[config.mk]
export PLATFORM = sky130hd
export DESIGN_NAME = game_mode_ctrl
export DESIGN_NICKNAME = d
export VERILOG_FILES = /design/src/rtl/game_mode_ctrl.sv
export SDC_FILE = /design/constraint.sdc
export NUM_CORES = 1
export LEC_CHECK = 0
export BUFFER_PORTS_ARGS = -buffer_cell sky130_fd_sc_hd__buf_2
export CORE_UTILIZATION = 59
export CTS_CLUSTER_SIZE = 30
export DETAILED_ROUTE_END_ITERATION = 16
export GPL_ROUTABILITY_DRIVEN = 1
export GPL_TIMING_DRIVEN = 0
export PLACE_DENSITY = 0.84
export SYNTH_ARGS = -nofsm -noshare
export SYNTH_HDL_FRONTEND = slang
export SYNTH_SLANG_ARGS = --single-unit
[constraint.sdc]
create_clock -name Clk -period 2.9 [get_ports Clk]
set_input_delay 0.29 -clock Clk [delete_from_list [all_inputs] [get_ports Clk]]
set_output_delay 0.29 -clock Clk [all_outputs]
set_load 0.005 [all_outputs]
[src/rtl/game_mode_ctrl.sv]
// Match sequencer: title screen, mode latch, round scoring and frame-paced round/match pauses.
// All outputs are registered; VGA_VS is synchronised and edge-detected into a one-cycle frame tick.
module game_mode_ctrl #(
  parameter int unsigned WIN_ROUNDS  = 2,
  parameter int unsigned HOLD_FRAMES = 120,
  parameter logic [7:0]  KEY_SINGLE  = 8'h1E,
  parameter logic [7:0]  KEY_DUEL    = 8'h1F,
  parameter logic [7:0]  KEY_ENTER   = 8'h28,
  parameter logic [7:0]  KEY_ESC     = 8'h29
) (
  input  logic        Clk,
  input  logic        Reset_h,
  input  logic        VGA_VS,
  input  logic [15:0] keycode,
  input  logic        p1win,
  input  logic        p2win,
  output logic        du,
  output logic        sin,
  output logic        st,
  output logic        round_rst,
  output logic [1:0]  p1_score,
  output logic [1:0]  p2_score,
  output logic        match_over,
  output logic        winner
);

  typedef enum logic [1:0] {
    TITLE,
    FIGHT,
    ROUND_END,
    MATCH_END
  } state_t;

  localparam logic [1:0] WIN_SCORE = 2'(WIN_ROUNDS);
  localparam logic [7:0] HOLD_LAST = 8'(HOLD_FRAMES - 1);

  localparam int unsigned K_SINGLE = 0;
  localparam int unsigned K_DUEL   = 1;
  localparam int unsigned K_ENTER  = 2;
  localparam int unsigned K_ESC    = 3;

  logic       vs_s1_q, vs_s2_q, vs_s3_q, tick_q;
  logic [3:0] key_now, key_q, key_press;

  state_t     state_q, state_d;
  logic       du_q, du_d, sin_q, sin_d, rr_q, rr_d;
  logic       winner_q, winner_d, st_q, mo_q;
  logic [1:0] p1_q, p1_d, p2_q, p2_d;
  logic [7:0] cnt_q, cnt_d;

  always_comb begin
    key_now           = '0;
    key_now[K_SINGLE] = (keycode[7:0] == KEY_SINGLE) || (keycode[15:8] == KEY_SINGLE);
    key_now[K_DUEL]   = (keycode[7:0] == KEY_DUEL)   || (keycode[15:8] == KEY_DUEL);
    key_now[K_ENTER]  = (keycode[7:0] == KEY_ENTER)  || (keycode[15:8] == KEY_ENTER);
    key_now[K_ESC]    = (keycode[7:0] == KEY_ESC)    || (keycode[15:8] == KEY_ESC);
    key_press         = key_now & ~key_q;
  end

  always_ff @(posedge Clk or posedge Reset_h) begin
    if (Reset_h) begin
      vs_s1_q <= 1'b0;
      vs_s2_q <= 1'b0;
      vs_s3_q <= 1'b0;
      tick_q  <= 1'b0;
      key_q   <= '0;
    end else begin
      vs_s1_q <= VGA_VS;
      vs_s2_q <= vs_s1_q;
      vs_s3_q <= vs_s2_q;
      tick_q  <= vs_s2_q & ~vs_s3_q;
      key_q   <= key_now;
    end
  end

  always_comb begin
    state_d  = state_q;
    du_d     = du_q;
    sin_d    = sin_q;
    rr_d     = 1'b0;
    p1_d     = p1_q;
    p2_d     = p2_q;
    winner_d = winner_q;
    cnt_d    = cnt_q;
    // Abort outranks every other event, including a terminal frame tick.
    if (state_q != TITLE && key_press[K_ESC]) begin
      state_d  = TITLE;
      du_d     = 1'b0;
      sin_d    = 1'b0;
      p1_d     = '0;
      p2_d     = '0;
      winner_d = 1'b0;
      cnt_d    = '0;
    end else begin
      case (state_q)
        TITLE: begin
          p1_d = '0;
          p2_d = '0;
          if (key_press[K_SINGLE]) begin
            sin_d   = 1'b1;
            du_d    = 1'b0;
            state_d = FIGHT;
            rr_d    = 1'b1;
          end else if (key_press[K_DUEL]) begin
            du_d    = 1'b1;
            sin_d   = 1'b0;
            state_d = FIGHT;
            rr_d    = 1'b1;
          end
        end
        FIGHT: begin
          if (p1win || p2win) begin
            state_d = ROUND_END;
            cnt_d   = '0;
            if (p1win && !p2win && p1_q < WIN_SCORE) p1_d = p1_q + 2'd1;
            if (p2win && !p1win && p2_q < WIN_SCORE) p2_d = p2_q + 2'd1;
          end
        end
        ROUND_END: begin
          if (tick_q) begin
            if (cnt_q == HOLD_LAST) begin
              if (p1_q == WIN_SCORE || p2_q == WIN_SCORE) begin
                state_d  = MATCH_END;
                winner_d = (p2_q == WIN_SCORE);
              end else begin
                state_d = FIGHT;
                rr_d    = 1'b1;
              end
            end else begin
              cnt_d = cnt_q + 8'd1;
            end
          end
        end
        MATCH_END: begin
          if (key_press[K_ENTER]) begin
            state_d  = TITLE;
            du_d     = 1'b0;
            sin_d    = 1'b0;
            p1_d     = '0;
            p2_d     = '0;
            winner_d = 1'b0;
          end
        end
        default: state_d = TITLE;
      endcase
    end
  end

  always_ff @(posedge Clk or posedge Reset_h) begin
    if (Reset_h) begin
      state_q  <= TITLE;
      du_q     <= 1'b0;
      sin_q    <= 1'b0;
      rr_q     <= 1'b0;
      p1_q     <= '0;
      p2_q     <= '0;
      winner_q <= 1'b0;
      cnt_q    <= '0;
      st_q     <= 1'b1;
      mo_q     <= 1'b0;
    end else begin
      state_q  <= state_d;
      du_q     <= du_d;
      sin_q    <= sin_d;
      rr_q     <= rr_d;
      p1_q     <= p1_d;
      p2_q     <= p2_d;
      winner_q <= winner_d;
      cnt_q    <= cnt_d;
      st_q     <= (state_d == TITLE);
      mo_q     <= (state_d == MATCH_END);
    end
  end

  assign du         = du_q;
  assign sin        = sin_q;
  assign st         = st_q;
  assign round_rst  = rr_q;
  assign p1_score   = p1_q;
  assign p2_score   = p2_q;
  assign match_over = mo_q;
  assign winner     = winner_q;

endmodule

==> metrics.txt <==
outcome completed; Power per Cell Area 655.0 nW/um2; Post-synth EDFFs 0; Min Hold Slack 0.04634 ns; Resize count post-CTS 0; hold buffers post-CTS 0; Yosys warnings 0; Crit Path Category flop to flop; RSZ-0062 raised after global routing false; DR WL met2 1.933 mm; average cell area after synthesis 10.26 um2; Rel. slew slack 0.3007; Worst Path Max Fanout 9; crit path launch type flop; critical path's slowest cell dfrtp_1; Clock Sinks 28; ys flop type dfrtp_1; largest net degree at the start of global routing 29; Yosys cell types 52; Hold Path Stages 1; die height 55.73 um; worst reg2reg path depth 8; worst-path cell chain inv_1 > ha_1 > clkbuf_1 > nand2_1 > nor4_4 > or3_1 > o21ai_0 > nor4bb_1; Detail Route Antenna Nets 0; Mapped Area 1703 um2; Critical Path AT 2.50 ns; cell count after synthesis 166; CTS max path bufs 2; TritonRoute pass-1 iters 4; core area 2734 um2; Max Used Layer met4; Setup TNS 0 ns; Hold Startpoint VGA_VS; synthesized flop and latch total 28; TritonCTS clock tree yes; worst skew pair latency 0.34 ns; fin crit period 2.252 ns; first-pass GRT wire length 6.313 mm; hpwl dp 2.862 mm; Leakage 0.9300 nW; M1 wire length 1.583 mm; Setup Skew 0.007823 ns; met3 wire len 199 um; antenna cells 0; HP Class input port to flop; Layout Utilization 0.7016; Slew Viols, Final 0; post-synthesis sequential area ratio 0.4122; total number of vias 1447; Initial Utilization 0.6229; gpl congestion 0.8371; die width 55.73 um; TritonCTS Buffers 3; ys async rst share 1.000; FP Rows 19; Largest stage delay, worst path 0.46 ns; overflow left after global routing 0; Worst Path Required 3.15 ns; clk root buf clkbuf_4; worst reg2reg endpoint match_over; proportion of layout cells with a drive suffix above 1 0.2750; CP Capture Type flop; peak supply drop 0.5055 mV; io pins 31; Slew @ Worst Pin 1.048 ns; f_max 444.0 MHz; maxcap violations 0; drt via density 6.264; NumNets Final 230; origin of the critical flop-to-flop path state_q[0]; die area 3105 um2; final setup fails 0; syn_nets 195; Hold EP vs_s1_q; Avg WL per Cell 16.19 um; initial antenna violation count 0; total wire length 3.741 mm; Final Hold Vio Count 0; clock-pin slew on the worst setup and hold paths 0.15 ns; Final period util 0.7766; R2R Setup Slk 0.65 ns; port buffer count 30; vias in the first global route 1417; Post-CTS Setup Repair Bufs 0; area grow syn2layout 12.64%; Clock H-tree levels 1; Initial DRC Count 48; DRC violations left 0; GRT Total Usage 0.2564
==> cells in the mapped netlist, types with 3 or more instances <==
| cell type | count | area, um2 |
|---|---|---|
| a21oi_1 | 7 | 35.03 |
| a31oi_1 | 3 | 18.77 |
| dfrtp_1 | 27 | 675.7 |
| ha_1 | 8 | 100.1 |
| inv_1 | 16 | 60.06 |
| nand2_1 | 6 | 22.52 |
| nand2b_1 | 3 | 18.77 |
| nand3_1 | 5 | 25.02 |
| nor2_1 | 13 | 48.80 |
| nor3_1 | 4 | 20.02 |
| o21a_1 | 3 | 22.52 |
| o21ai_0 | 12 | 60.06 |
| o31a_1 | 3 | 26.28 |
| o32ai_1 | 4 | 35.03 |
| or3_1 | 6 | 37.54 |
| or3b_2 | 4 | 35.03 |
==> worst max path at each step <==
stage,cells past startpoint,to,startpoint
global route,8,match_over,state_q[0]
finish,8,match_over,state_q[0]
global placement,8,match_over,state_q[0]
floorplan,7,cnt_q[3],state_q[0]
CTS,8,match_over,state_q[0]
detailed placement,8,match_over,state_q[0]
==> where the power goes <==
part           internal, W  leakage (nW)  switching (W)
Combinational     0.000257         0.549       0.000321
Sequential        0.000455         0.366      0.0000496
Clock            0.0000542        0.0150       0.000119
==> metal layers <==
metal  vias to the layer above  GRT usage
li1                        687          -
met1                       706     0.3298
met2                        51     0.4441
met3                         3    0.03488
met4                         0    0.08571
met5                         -          0
==> placed cells by master, fill, tap and decap left out, types with 3 or more instances in the layout <==
cell type / instances
ha_1: 8
or3b_2: 4
a31oi_1: 3
dfrtp_1: 27
nand3_1: 5
or3_1: 6
o21ai_0: 12
o31a_1: 3
o32ai_1: 4
nand2b_1: 3
inv_1: 16
buf_2: 31
nor2_1: 13
o21a_1: 3
clkbuf_4: 3
a21oi_1: 7
nor3_1: 4
nand2_1: 6
==> layout make-up <==
type | count | area, um2
Inverter | 16 | 60.06
Buffer | 3 | 20.02
Fill cell | 210 | 815.8
Timing Repair Buffer | 30 | 150.1
Tap cell | 31 | 38.79
Clock buffer | 4 | 26.28
Multi-Input combinational cell | 119 | 920.9
Sequential cell | 28 | 701.9
==> logic make-up (layout without fill, tap and decap cells) <==
logic type	Yosys count	in the layout	share of synthesized area
and+or+nand+nor	62	62	0.2579
AOI/OAI and AO/OA	46	46	0.2006
DFF	28	28	0.4122
buffers and inverters	19	53	0.04702
adders and majority gates	8	8	0.05878
muxes	3	3	0.02351
==> flip-flops by register name, summed over array words and instances (netlist names) <==
name and count:
key_q 4, st 1, cnt_q 8, vs_s1_q 1, du 1, match_over 1, p1_score 2, winner 1
p2_score 2, tick_q 1, vs_s2_q 1, sin 1, round_rst 1, vs_s3_q 1, state_q 2
==> worst max-delay path, delay by kind of cell, from the launching register on <==
family                   cells  cell delay (ns)
flip-flops                   1             0.46
buffers and inverters        2             0.43
AO/OA/AOI/OAI                1             0.10
adder cells (fa/ha/maj)      1             0.17
AND/OR/NAND/NOR              4             1.00
==> metrics by stage <==
stage / std cells / total power (W) / setup WS, ns / area (um2)
final: 231 / 0.001256 / 0.6478 / 1918
after global routing: 231 / 0.001331 / 0.4381 / 1918
after CTS: 231 / 0.001248 / 0.6580 / 1918
after detailed placement: 227 / 0.001079 / 0.7383 / 1892
after global placement: 227 / 0.001044 / 0.8433 / 1892
after floorplan: 166 / 0.0009221 / 1.037 / 1703
Power figures use the tool's default switching activity.
